## src/rtl/shift_pkg.sv

```systemverilog
// Shared definitions for the shift-register word feeder.
// Direction codes and FSM state encoding.
package shift_pkg;

   localparam logic DIR_LEFT  = 1'b0;
   localparam logic DIR_RIGHT = 1'b1;

   typedef enum logic {
      ST_IDLE  = 1'b0,
      ST_SHIFT = 1'b1
   } state_t;

endpackage

```

## src/rtl/shift_word_feeder.sv

```systemverilog
// Serialises parallel words onto a bidirectional shift register's
// d/en/dir inputs, accepting them on a valid/ready handshake.
//
// Ports:
//   clk, rst          clock, synchronous active-high reset
//   in_valid/in_ready word handshake (accept = valid & ready)
//   in_word, in_dir   word to serialise and its shift direction
//   pause             stalls shifting while high
//   d, en, dir        serial data, shift enable, direction
//   busy              a word is being serialised
//   done              pulse alongside the last bit's enable
module shift_word_feeder
   import shift_pkg::*;
#(
   parameter int MSB = 4
) (
   input  logic           clk,
   input  logic           rst,
   input  logic           in_valid,
   output logic           in_ready,
   input  logic [MSB-1:0] in_word,
   input  logic           in_dir,
   input  logic           pause,
   output logic           d,
   output logic           en,
   output logic           dir,
   output logic           busy,
   output logic           done
);

   localparam int CW = $clog2(MSB);
   localparam logic [CW-1:0] LAST = CW'(MSB - 1);

   state_t         state, state_n;
   logic [CW-1:0]  cnt, cnt_n, nxt;
   logic [MSB-1:0] shadow, shadow_n;
   logic           d_n, dir_n;
   logic           last;

   always_ff @(posedge clk) begin
      if (rst) begin
         state  <= ST_IDLE;
         cnt    <= '0;
         shadow <= '0;
         d      <= 1'b0;
         dir    <= DIR_LEFT;
      end else begin
         state  <= state_n;
         cnt    <= cnt_n;
         shadow <= shadow_n;
         d      <= d_n;
         dir    <= dir_n;
      end
   end

   always_comb begin
      state_n  = state;
      cnt_n    = cnt;
      shadow_n = shadow;
      d_n      = d;
      dir_n    = dir;
      en       = 1'b0;
      done     = 1'b0;
      in_ready = 1'b0;
      busy     = 1'b0;
      last     = (cnt == LAST);
      nxt      = cnt + CW'(1);

      unique case (state)
         ST_IDLE: begin
            in_ready = 1'b1;
         end
         ST_SHIFT: begin
            busy     = 1'b1;
            en       = ~pause;
            done     = en & last;
            in_ready = last & ~pause;
            // d is registered, so preload the next bit as this one shifts
            if (en && !last) begin
               cnt_n = nxt;
               d_n   = (dir == DIR_RIGHT) ? shadow[nxt]
                                          : shadow[LAST - nxt];
            end else if (en) begin
               state_n = ST_IDLE;
            end
         end
         default: ;
      endcase

      // Accept overrides the end-of-word return to IDLE, giving
      // back-to-back words without a bubble.
      if (in_valid && in_ready) begin
         state_n  = ST_SHIFT;
         cnt_n    = '0;
         shadow_n = in_word;
         dir_n    = in_dir;
         d_n      = (in_dir == DIR_RIGHT) ? in_word[0]
                                          : in_word[MSB-1];
      end
   end

endmodule

```

## config.mk

```make
export PLATFORM = sky130hd
export DESIGN_NAME = shift_word_feeder
export DESIGN_NICKNAME = d
export VERILOG_FILES = /design/src/rtl/shift_pkg.sv /design/src/rtl/shift_word_feeder.sv
export SDC_FILE = /design/constraint.sdc
export NUM_CORES = 1
export LEC_CHECK = 0
export BUFFER_PORTS_ARGS = -buffer_cell sky130_fd_sc_hd__buf_2
export CAP_MARGIN = 10
export CORE_AREA = 4 4 41 43
export DETAILED_ROUTE_END_ITERATION = 8
export DIE_AREA = 0 0 45 47
export SYNTH_ARGS = -nofsm -noshare
export SYNTH_HDL_FRONTEND = slang
export SYNTH_SLANG_ARGS = --single-unit
```

## constraint.sdc

```tcl
create_clock -name clk -period 1.18 [get_ports clk]
set_input_delay 0 -clock clk [delete_from_list [all_inputs] [get_ports clk]]
set_output_delay 0 -clock clk [all_outputs]
set_load 0.01 [all_outputs]
```

# Word level (Yosys, flattened, before mapping)

Index checks and enable logic that the tools add are counted.

Add/subtract/negate cells: 2
Reductions and logical operators: 8
Equality and inequality tests: 1
Bitwise operators: 3
Multiplexer cells: 17
Magnitude comparators: 2

Operators by type and width:

| cell                  | number |
|---|---|
| $mux W1               | 14 |
| $lt A2 B3 Y1 const B  | 2 |
| $bmux W1 S2           | 2 |
| $reduce_and A2 Y1     | 2 |
| $reduce_bool A2 Y1    | 2 |
| $add A2 B1 Y2 const B | 1 |
| $eq A2 B2 Y1 const B  | 1 |
| $logic_and A1 B1 Y1   | 2 |
| $not A1 Y1            | 2 |
| $pmux W1 S2           | 1 |
| $reduce_or A2 Y1      | 1 |
| $sub A2 B2 Y2 const A | 1 |
| $and A1 B1 Y1         | 1 |
| $logic_not A1 Y1      | 1 |

Input port bits: 9
Bits in registers: 9
Output and inout bits: 6

# Longest topological paths before layout

Gate-level depths: netlist of run 1.

Depth after elaboration: 8
Mapped depth: 6
Mapped depth without buffers: 5

# Worst setup path after synthesis of run 1

Ideal clock, no wire load.

Kind: register to register
Start: reg cnt[0]
End: reg d
Path buffers: 1
Required time: 1.046 ns
Slack: -0.124 ns
Arrival time: 1.171 ns
Cell stages (with the launch flop): 7
Path through: dfxtp_1 > ha_1 > nand2b_4 > a21boi_2 > buf_6 > mux2i_1 > o22ai_1

Word-level cells in the longest chain between the ends: 8

RTL lines:

| item                          | RTL line                | text |
|---|---|---|
| start, declared               | shift_word_feeder.sv:35 | `logic [CW-1:0] cnt, cnt_n, nxt;` |
| start signal, assigned        | shift_word_feeder.sv:49 | `cnt <= cnt_n;` |
| $add A2 B1 Y2                 | shift_word_feeder.sv:67 | `nxt = cnt + CW'(1);` |
| $sub A2 B2 Y2                 | shift_word_feeder.sv:82 | `: shadow[LAST - nxt];` |
| $bmux W1 S2                   | shift_word_feeder.sv:82 |  |
| $mux W1 (not written as such) | shift_word_feeder.sv:82 |  |
| $mux W1                       | shift_word_feeder.sv:81 | `d_n = (dir == DIR_RIGHT) ? shadow[nxt]` |
| $mux W1                       | shift_word_feeder.sv:79 | `if (en && !last) begin` |
| $mux W1                       | shift_word_feeder.sv:69 | `unique case (state)` |
| $mux W1                       | shift_word_feeder.sv:92 | `if (in_valid && in_ready) begin` |
| end signal, assigned          | shift_word_feeder.sv:51 | `d <= d_n;` |
| end, declared                 | shift_word_feeder.sv:24 | `output logic d,` |

Several ways; a longest one is shown, not always the timed one. The select of a mux whose other input is x is not followed.
A chain may end at the register's enable or synchronous reset.

# Worst setup path after layout of run 1

Same ends and word-level chain as after synthesis.

==> run_results.csv, run 1 <==
group,metric,value,unit
min_path,min_path_cells,3,
synthesis,ys_warn_count,0,
placed_design,gp_congestion,0.742,
setup_path,worst_ep_required_time,1.32,ns
clock_network,cts_buffer_depth,2,
sta,setup_tns,-0.219,ns
sta,hold_viol_final,0,
setup_path,reg2reg_from,"cnt[0]",
clock_network,cts_made_buffers,3,
global_route,gr-total-overflow,0,
drt,route.vias.total,441,
global_route,grt_first_pass_wirelength,1.69,mm
setup_path,cp-end-kind,"register",
drt,drc,0,
setup_path,worstPathCellList,"ha_4 -> nand2b_4 -> a21boi_4 -> buf_6 -> mux2i_1 -> o22ai_1",
power_and_ir_drop,p_seq_share,46.4,%
global_route,grt_max_degree,11,
power_and_ir_drop,swShare,25.6,%
min_path,min_from,"in_word[0]",
sta,clock.fmax,800,MHz
cells_and_area,layout.nets,90,
run_status,violations,"negative setup slack",
setup_path,setup.worst_path.class,"reg -> reg",
global_route,grt_pass1_vias,407,
run_status,outcome,"finished, violations left",
synthesis,avgSynthCellArea,9.74,sq um
synthesis,yosysTopAreaCell,"dfxtp_1",
power_and_ir_drop,p_leak,0.324,nW
power_and_ir_drop,clkPwrFrac,32.0,%
setup_path,crit_buf_inv,1,
setup_path,rr_worst_depth,6,
drt,drt_iter0_drc,0,
sta,clock_skew,0.00406,ns
placed_design,hpwl,748,um
synthesis,synthDominantCellAreaShare,36.3,%
min_path,hold_path.class,"in -> reg",
drt,wl_per_cell,11.6,um
clock_network,cts_max_level,1,
synthesis,syn_nets,61,
drt,ant_nets,0,
cells_and_area,num_antenna_cells,0,
global_route,antenna_found_initial,0,
clock_network,cts-root-buf,"clkbuf_4",
clock_network,clkTransAtPathRegs,0.06,ns
power_and_ir_drop,power_frac_comb,21.6,%
cells_and_area,syn_to_final_growth,49.1,%
sta,timing.final.crit_share,106,%
floorplan,die_w,45,um
power_and_ir_drop,internal-power,0.547,mW
floorplan,start_util,38.2,%
setup_path,r2r_slack,-0.07,ns
setup_path,cp_top_family,"flip-flops",
synthesis,synth-seq-cells,9,
clock_network,cts_tree,"built",
floorplan,die-area,0.00212,sq mm
setup_path,cp_slowest_stage_delay,0.35,ns
sta,grt_setup_unrepaired,"true",
sta,slew_headroom,80.8,%
synthesis,synth_cells,51,
floorplan,ioPinCount,15,
sta,report.final.slew_viol_count,0,
clock_network,worstSkewPairLatency,0.26,ns
clock_network,clock_sinks,9,
sta,period_needed,1.25,ns
placed_design,portBuffers,14,
floorplan,rows,13,
synthesis,synth_area,497,sq um
setup_path,worstPathMaxFanout,4,
cells_and_area,nFillCells,125,
drt,wl,1.09,mm
placed_design,post-place-ws,-0.0695,ns
floorplan,die_y,47,um
global_route,grt_usage,11.0,%
cells_and_area,drive_gt1_share,45.6,%
sta,max_slew.worst_pin.slew,0.288,ns
synthesis,synth-seq-area-share,36.3,%
sta,setup_viol,6,
power_and_ir_drop,power.switching,0.188,mW
drt,viasPerCell,4.69,
setup_path,r2r-end,"d",
drt,first_pass_iters,1,
setup_path,critPathArrivalTime,1.39,ns
synthesis,synth_cell_types,24,
setup_path,slowest_stage,"dfxtp_2",
min_path,min_to,"shadow[0]",
sta,setup_slack,-0.0702,ns
run,cap_violations,0,
power_and_ir_drop,ir_drop,0.000513,V
power_and_ir_drop,power.density,993,mW/mm^2
floorplan,coreArea,0.00130,sq mm
synthesis,synth_area_leaders,"dfxtp_1 36%, mux2i_1 18%, nor2_1 5.3%, nor2b_1 3.8%, nor3b_4 3.8%",
cells_and_area,fin_util,56.9,%
setup_path,startpoint_type,"register",
-- through the flow --
| step | power (mW) | area (sq um) | std cells | hold slack (ns) |
|---|---|---|---|---|
| 2_1_floorplan | 0.431 | 512 | 51 | 0.0509 |
| 3_3_place_gp | 0.479 | 626 | 83 | 0.223 |
| 3_5_place_dp | 0.479 | 626 | 83 | 0.233 |
| 4_1_cts | 0.739 | 713 | 93 | 0.00615 |
| 5_1_grt | 0.778 | 741 | 94 | 0.0412 |
| 6_report | 0.735 | 741 | 94 | 0.000486 |
-- state kept, by name, indices dropped and copies added (netlist names) --
signal  count
shadow      4
state       1
d           1
dir         1
cnt         2
-- Yosys cell counts --
cell type and instances:
nor3b_1 1, dfxtp_1 9, buf_6 1, a21boi_2 1, nor2_1 7, o2111ai_1 1
nor4_1 1, o21ai_0 1, nand4b_1 1, xnor2_1 1, nor2b_1 3, nor3_1 2
nand2b_4 1, buf_2 1, o22ai_1 1, a21oi_1 2, ha_1 1, buf_1 1
and2_2 1, mux2_2 1, nand2_1 2, nand3b_1 1, nor3b_4 1, mux2i_1 9
-- how the worst max path moves through the flow --
stage / start / end / slack (ns) / cells after the start
CTS: cnt[1] / d / -0.07 / 6
finish: cnt[0] / d / -0.07 / 6
floorplan: cnt[1] / d / -0.01 / 6
detailed placement: cnt[1] / d / -0.07 / 6
global placement: cnt[1] / d / -0.03 / 6
global route: cnt[0] / shadow[3] / -0.12 / 6
-- layer usage --
metal / GRT usage [%] / wire [um] / up-vias
li1: - / - / 237
met1: 12.9 / 485 / 191
met2: 18.4 / 538 / 11
met3: 2.30 / 61 / 2
met4: 7.02 / 6 / 0
met5: 0 / 0 / -
-- cell usage in the layout, fill, tap and decap left out, drive strengths merged --
cell	n
a21boi	1
a21oi	2
and2	1
buf	22
clkbuf	4
dfxtp	9
dlygate4sd3	5
ha	1
mux2	1
mux2i	9
nand2	2
nand2b	1
nand3b	1
nand4b	1
nor2	7
nor2b	3
nor3	2
nor3b	2
nor4	1
o2111ai	1
o21ai	1
o22ai	1
xnor2	1
-- logic make-up after synthesis --
kind of cell | share of synthesized area [%]
muxes | 20.4
DFF | 36.3
xor gates and xnor gates | 1.76
AOI/OAI and AO/OA | 8.31
and+or+nand+nor | 26.7
buffers and inverters | 4.03
adders and majority gates | 2.52
-- final cells by class --
class,count,area [sq um],share of cell area (%)
clock buffers,4,26.3,3.55
well taps,15,18.8,2.53
flip-flops and latches,9,184,24.8
multi-input cells,39,328,44.3
repair buffers,27,184,24.8
-- what timing repair did --
action                     CTS  global route
hold buffers                 5             0
setup endpoints to repair    7            10
gates resized for setup      1             4
setup buffers                1             1
hold endpoints to repair     5             0
pin swaps                    2             3
-- power groups by stage --
stage / combinational, mW / sequential (mW) / clock (mW)
2_1_floorplan: 0.0862 / 0.345 / 0
3_3_place_gp: 0.134 / 0.345 / 0
3_5_place_dp: 0.133 / 0.345 / 0
4_1_cts: 0.152 / 0.339 / 0.248
5_1_grt: 0.174 / 0.344 / 0.260
6_report: 0.159 / 0.342 / 0.235
-- worst register-to-register path, delay by kind of cell, from the launching register on --
family / cells / cell delay, ns
AOI/OAI and AO/OA: 2 / 0.23
adders and majority gates: 1 / 0.17
buffers and inverters: 1 / 0.14
DFF: 1 / 0.35
muxes: 1 / 0.18
and+or+nand+nor: 1 / 0.07
Power figures use the tool's default switching activity.
==> run 2, diff against run 1 <==
Settings changed: ABC_AREA set to 1.
==> run 2 against run 1 <==
  * The run ends with negative hold slack, negative setup slack left
  * Sequential power hardly changed
  * Register-to-register slack gained 0.08 ns
  * Worst hold slack worse by 0.0071 ns
  * Clock-buffer cell count is 1 lower
  * Largest power group unchanged
  * Highest routed layer unchanged
==> run_results.csv, run 2 <==
group,metric,value,unit
cells_and_area,top_register,"shadow",
cells_and_area,layout_commonest_cell,"buf_2",
cells_and_area,drive_gt1_share,45.6,%
drt,drc,0,
clock_network,worstSkewPairLatency,0.27,ns
clock_network,clock_sinks,9,
floorplan,ioPinCount,15,
drt,first_pass_iters,2,
sta,setup_viol,1,
global_route,grt_max_degree,10,
setup_path,cp-end-kind,"output port",
run_status,outcome,"finished, violations left",
setup_path,setup.worst_path.class,"reg -> out",
placed_design,gp_congestion,0.821,
floorplan,rows,13,
synthesis,ys_warn_count,0,
power_and_ir_drop,power.density,1090,mW/mm^2
synthesis,synth_cell_types,19,
global_route,gr-total-overflow,0,
drt,wl_per_cell,11.2,um
cells_and_area,mostFrequentLayoutCells,"13 x buf_2, 12 x nand2_1, 7 x nand3_1, 7 x dfxtp_1, 5 x nor2_1",
drt,drt_iter0_drc,6,
synthesis,synth_area,467,sq um
sta,grt_setup_unrepaired,"true",
synthesis,syn_nets,74,
sta,clock_skew,0.00706,ns
synthesis,synth_cells,64,
global_route,antenna_found_initial,0,
clock_network,cts_buffer_depth,2,
min_path,hold_path.class,"in -> reg",
floorplan,start_util,35.9,%
setup_path,critPathArrivalTime,1.19,ns
power_and_ir_drop,p_seq_share,44.5,%
cells_and_area,syn_to_final_growth,52.0,%
clock_network,cts_max_level,1,
cells_and_area,largest_reg_flops,4,
power_and_ir_drop,power_frac_comb,23.8,%
global_route,grt_usage,12.1,%
synthesis,synth-seq-area-share,38.6,%
floorplan,die_w,45,um
drt,route.vias.total,496,
clock_network,cts_tree,"built",
power_and_ir_drop,ir_drop,0.000749,V
sta,slew_headroom,84.4,%
clock_network,clkTransAtPathRegs,0.07,ns
run_status,violations,"negative hold slack, negative setup slack",
synthesis,ys_top_cells_by_count,"12 x nand2_1, 9 x dfxtp_1, 7 x inv_1, 7 x nand3_1",
synthesis,synthDominantCellAreaShare,38.6,%
sta,timing.final.crit_share,101,%
clock_network,cts_made_buffers,3,
power_and_ir_drop,internal-power,0.538,mW
power_and_ir_drop,power.switching,0.234,mW
placed_design,hpwl,836,um
cells_and_area,top_regs,"shadow: 4 flops, cnt: 2 flops",
floorplan,coreArea,0.00130,sq mm
drt,ant_nets,0,
global_route,grt_first_pass_wirelength,1.83,mm
sta,period_needed,1.19,ns
sta,setup_tns,-0.00849,ns
setup_path,worstPathMaxFanout,3,
power_and_ir_drop,p_leak,0.315,nW
setup_path,worst_ep_required_time,1.18,ns
floorplan,die_y,47,um
sta,holdWs,-0.00665,ns
synthesis,yosysMostFrequentCell,"nand2_1",
sta,report.final.slew_viol_count,0,
floorplan,die-area,0.00212,sq mm
cells_and_area,num_antenna_cells,0,
cells_and_area,finalNonFillerCells,105,
sta,clock.fmax,841,MHz
synthesis,yosysTopAreaCell,"dfxtp_1",
placed_design,placed_cells,95,
placed_design,portBuffers,14,
sta,setup_slack,-0.00849,ns
cells_and_area,layout.nets,101,
synthesis,synth_area_leaders,"dfxtp_1 39%, nand2_1 9.7%, nand3_1 7.5%, o21ai_0 6.4%, inv_1 5.6%",
clock_network,cts-root-buf,"clkbuf_4",
sta,hold_viol_final,1,
drt,wl,1.18,mm
sta,max_slew.worst_pin.slew,0.231,ns
synthesis,synthArstFlopShare,0,%
synthesis,synth-edff-count,0,
global_route,grt_pass1_vias,455,
placed_design,post-place-ws,-0.0262,ns
synthesis,avgSynthCellArea,7.29,sq um
synthesis,synthFlopType,"dfxtp_1",
power_and_ir_drop,clkPwrFrac,31.7,%
run,cap_violations,0,
setup_path,startpoint_type,"register",
drt,viasPerCell,4.72,
power_and_ir_drop,swShare,30.3,%
synthesis,synth-seq-cells,9,
-- run 2: area by class of cell --
class / instances / area (sq um)
clock inverter: 1 / 5.00
sequential: 9 / 185
timing repair buffer: 22 / 154
tap: 15 / 18.8
fill: 137 / 592
inverter: 9 / 41.3
multi-input combinational: 46 / 283
clock buffer: 3 / 22.5
-- run 2: path summary, 6_finish.rpt --
kind / start / endpoint / slack (ns) / depth (start not counted)
setup / recovery: cnt[1] / in_ready / -0.008 / 5
hold / removal: in_word[0] / shadow[0] / -0.007 / 3
setup reg to reg: cnt[1] / d / 0.01 / 6
hold reg to reg: dir / dir / 0.49 / 2
-- run 2: logic make-up (layout without fill, tap and decap cells) --
group | after synthesis | in the layout | share of synthesized area, %
xor+xnor | 1 | 1 | 1.88
flops | 9 | 9 | 38.6
fa+ha+maj | 1 | 1 | 2.68
compound gates | 13 | 13 | 18.0
buf+inv | 9 | 35 | 8.31
simple gates | 31 | 31 | 30.6
-- run 2: power groups by stage --
stage               Clock (mW)  Sequential [mW]  Combinational, mW
global route             0.272            0.346              0.204
detailed placement           0            0.349              0.147
finish                   0.245            0.343              0.184
global placement             0            0.348              0.143
CTS                      0.247            0.343              0.172
floorplan                    0            0.353             0.0861
-- run 2: critical path, cell delays in order (launching register included) --
cell and delay (ns):
dfxtp_2 0.35, ha_4 0.14, inv_4 0.04, o21ai_4 0.17, buf_6 0.13, buf_6 0.09
-- run 2: repair_timing --
item	CTS	global route
endpoints found under the hold margin	6	0
gates resized for setup	5	7
hold buffers	4	0
buffers inserted	1	1
setup endpoints to repair	4	9
pin swaps	1	3
-- run 2: metal layers --
layer  up-vias  wire [um]  GRT usage [%]
met4         0          6           8.77
met1       219        476           13.3
met2        12        636           20.1
met5         -          0              0
met3         2         63           3.45
li1        263          -              -
-- run 2: stage by stage --
stage	area [sq um]	util, %	hold slack, ns	power [mW]
6_report	709	54.5	-0.00665	0.772
5_1_grt	709	54.5	0.0222	0.822
4_1_cts	684	52.6	0.00559	0.762
3_5_place_dp	584	44.9	0.227	0.496
3_3_place_gp	584	44.9	0.227	0.492
2_1_floorplan	480	-	0.0381	0.439
==> run 3, diff against run 2 <==
Clock period 1.18 ns to 1.15 ns, I/O delays scaled along.
==> run 3 against run 2 <==
  * The flow now finishes without violations
  * Register-to-register slack hardly changed
  * Global-route usage is 0.25 points lower
  * Via count is 2.8% lower
  * Critical path depth is 1 lower
  * Worst hold slack better by 0.058 ns
  * Die area stayed put
  * Combinational power is 3% lower
  * Sequential cell count stayed put
  * Largest power group unchanged
==> run_results.csv, run 3 (same netlist as run 2, synthesis figures left out) <==
group,metric,value,unit
global_route,grt_usage,11.9,%
setup_path,worstPathCellList,"ha_4 -> inv_4 -> o21ai_4 -> buf_2",
setup_path,cp-end-kind,"output port",
drt,first_pass_iters,4,
global_route,grt_max_degree,10,
floorplan,ioPinCount,15,
sta,report.final.slew_viol_count,0,
cells_and_area,top_regs,"shadow: 4 flops, cnt: 2 flops",
drt,viasPerCell,4.63,
drt,drc,0,
setup_path,critPathArrivalTime,1.14,ns
cells_and_area,syn_to_final_growth,51.7,%
drt,wl_per_cell,11.2,um
setup_path,worstPathMaxFanout,4,
sta,clock_skew,0.0103,ns
sta,period_needed,1.14,ns
global_route,grt_first_pass_wirelength,1.70,mm
drt,wl,1.16,mm
clock_network,cts_made_buffers,3,
floorplan,die_y,47,um
global_route,antenna_found_initial,0,
setup_path,slowest_stage,"dfxtp_2",
run,cap_violations,0,
floorplan,coreArea,0.00130,sq mm
setup_path,crit_buf_inv,2,
power_and_ir_drop,power.density,1090,mW/mm^2
cells_and_area,num_antenna_cells,0,
setup_path,reg2reg_from,"cnt[0]",
cells_and_area,drive_gt1_share,48.3,%
placed_design,hpwl,844,um
clock_network,cts_buffer_depth,2,
setup_path,crit_start,"cnt[1]",
clock_network,cts_max_level,1,
sta,clock.fmax,874,MHz
placed_design,gp_congestion,0.773,
sta,slew_headroom,86.8,%
cells_and_area,layout_commonest_cell,"buf_2",
sta,timing.final.crit_share,99.5,%
drt,drt_iter0_drc,6,
drt,route.vias.total,482,
min_path,min_from,"in_dir",
setup_path,worst_ep_required_time,1.15,ns
clock_network,cts_tree,"built",
power_and_ir_drop,p_total,0.775,mW
global_route,gr-total-overflow,0,
drt,ant_nets,0,
sta,grt_setup_unrepaired,"true",
cells_and_area,layout.nets,100,
clock_network,cts_setup_buffers,0,
sta,setup_viol,0,
min_path,hold_path.class,"in -> reg",
sta,max_slew.worst_pin.slew,0.197,ns
placed_design,portBuffers,14,
cells_and_area,mostFrequentLayoutCells,"14 x buf_2, 12 x nand2_1, 6 x dfxtp_1, 5 x o21ai_1, 5 x dlygate4sd3_1",
power_and_ir_drop,p_leak,0.316,nW
floorplan,rows,13,
sta,setup_tns,0,ns
run_status,outcome,"finished, final reports clean",
clock_network,clock_sinks,9,
setup_path,cp_top_family,"flip-flops",
clock_network,cts-root-buf,"clkbuf_4",
setup_path,setup.worst_path.class,"reg -> out",
global_route,grt_pass1_vias,422,
cells_and_area,largest_reg_flops,4,
floorplan,die_w,45,um
power_and_ir_drop,ir_drop,0.000564,V
sta,hold_viol_final,0,
floorplan,die-area,0.00212,sq mm
setup_path,startpoint_type,"register",
clock_network,clkTransAtPathRegs,0.07,ns
setup_path,cp_slowest_stage_delay,0.35,ns
clock_network,worstSkewPairLatency,0.26,ns
floorplan,start_util,35.9,%
cells_and_area,top_register,"shadow",
==> run 3: cell count changes in the layout (fill, tap and decap cells not counted), sizes merged <==
cell / previous run / this run
dlygate4sd3: 4 / 5
nand2: 14 / 15
inv: 8 / 9
buf: 18 / 15
clkinv: 2 / 1
==> run 3: timing repair <==
action                                  4_1_cts  5_1_grt
gates resized for setup                       3       10
endpoints found under the setup margin        6       10
cloned                                        0        1
endpoints found under the hold margin         7        0
hold buffers                                  5        0
pin swaps                                     1       10
==> run 3: where the power goes <==
| group | total (mW) | leakage [nW] | switching (mW) | internal [mW] |
|---|---|---|---|---|
| clock network | 0.241 | 0.0177 | 0.113 | 0.128 |
| registers | 0.354 | 0.0758 | 0.0199 | 0.335 |
| logic | 0.179 | 0.222 | 0.0998 | 0.0795 |
==> run 3: final cells by class <==
type | count | area (sq um)
clock buffer | 3 | 22.5
sequential | 9 | 186
clock inverter | 1 | 5.00
inverter | 9 | 43.8
multi-input combinational | 47 | 304
fill | 131 | 593
tap | 15 | 18.8
timing repair buffer | 20 | 128
==> run 3: worst paths after layout <==
check	cells after the start	end	slack [ns]
max	4	in_ready	0.006
min	3	dir	0.05
max reg2reg	7	d	0.006
min reg2reg	2	cnt[1]	0.50
==> run 3: metal layers <==
| metal | part of all wire (%) | track usage, % | up-vias |
|---|---|---|---|
| li1 | - | - | 262 |
| met1 | 41 | 11.2 | 206 |
| met2 | 54 | 20.9 | 12 |
| met3 | 4.5 | 4.60 | 2 |
| met4 | 0.78 | 8.77 | 0 |
| met5 | 0 | 0 | - |
==> run 3: metrics by stage <==
step | utilization [%] | cells | setup WS, ns | hold slack (ns) | area (sq um)
after floorplan | - | 64 | 0.00266 | 0.0381 | 490
after global placement | 45.1 | 94 | -0.00842 | 0.228 | 587
after detailed placement | 45.1 | 94 | -0.0154 | 0.233 | 587
after CTS | 51.7 | 103 | -0.00240 | 0.0385 | 673
after global routing | 54.4 | 104 | -0.0485 | 0.0810 | 708
final | 54.4 | 104 | 0.00574 | 0.0511 | 708
==> run 3: worst min-delay path: stages <==
cell and delay [ns]:
buf_2 0.10, o21ai_1 0.07, a21oi_1 0.10
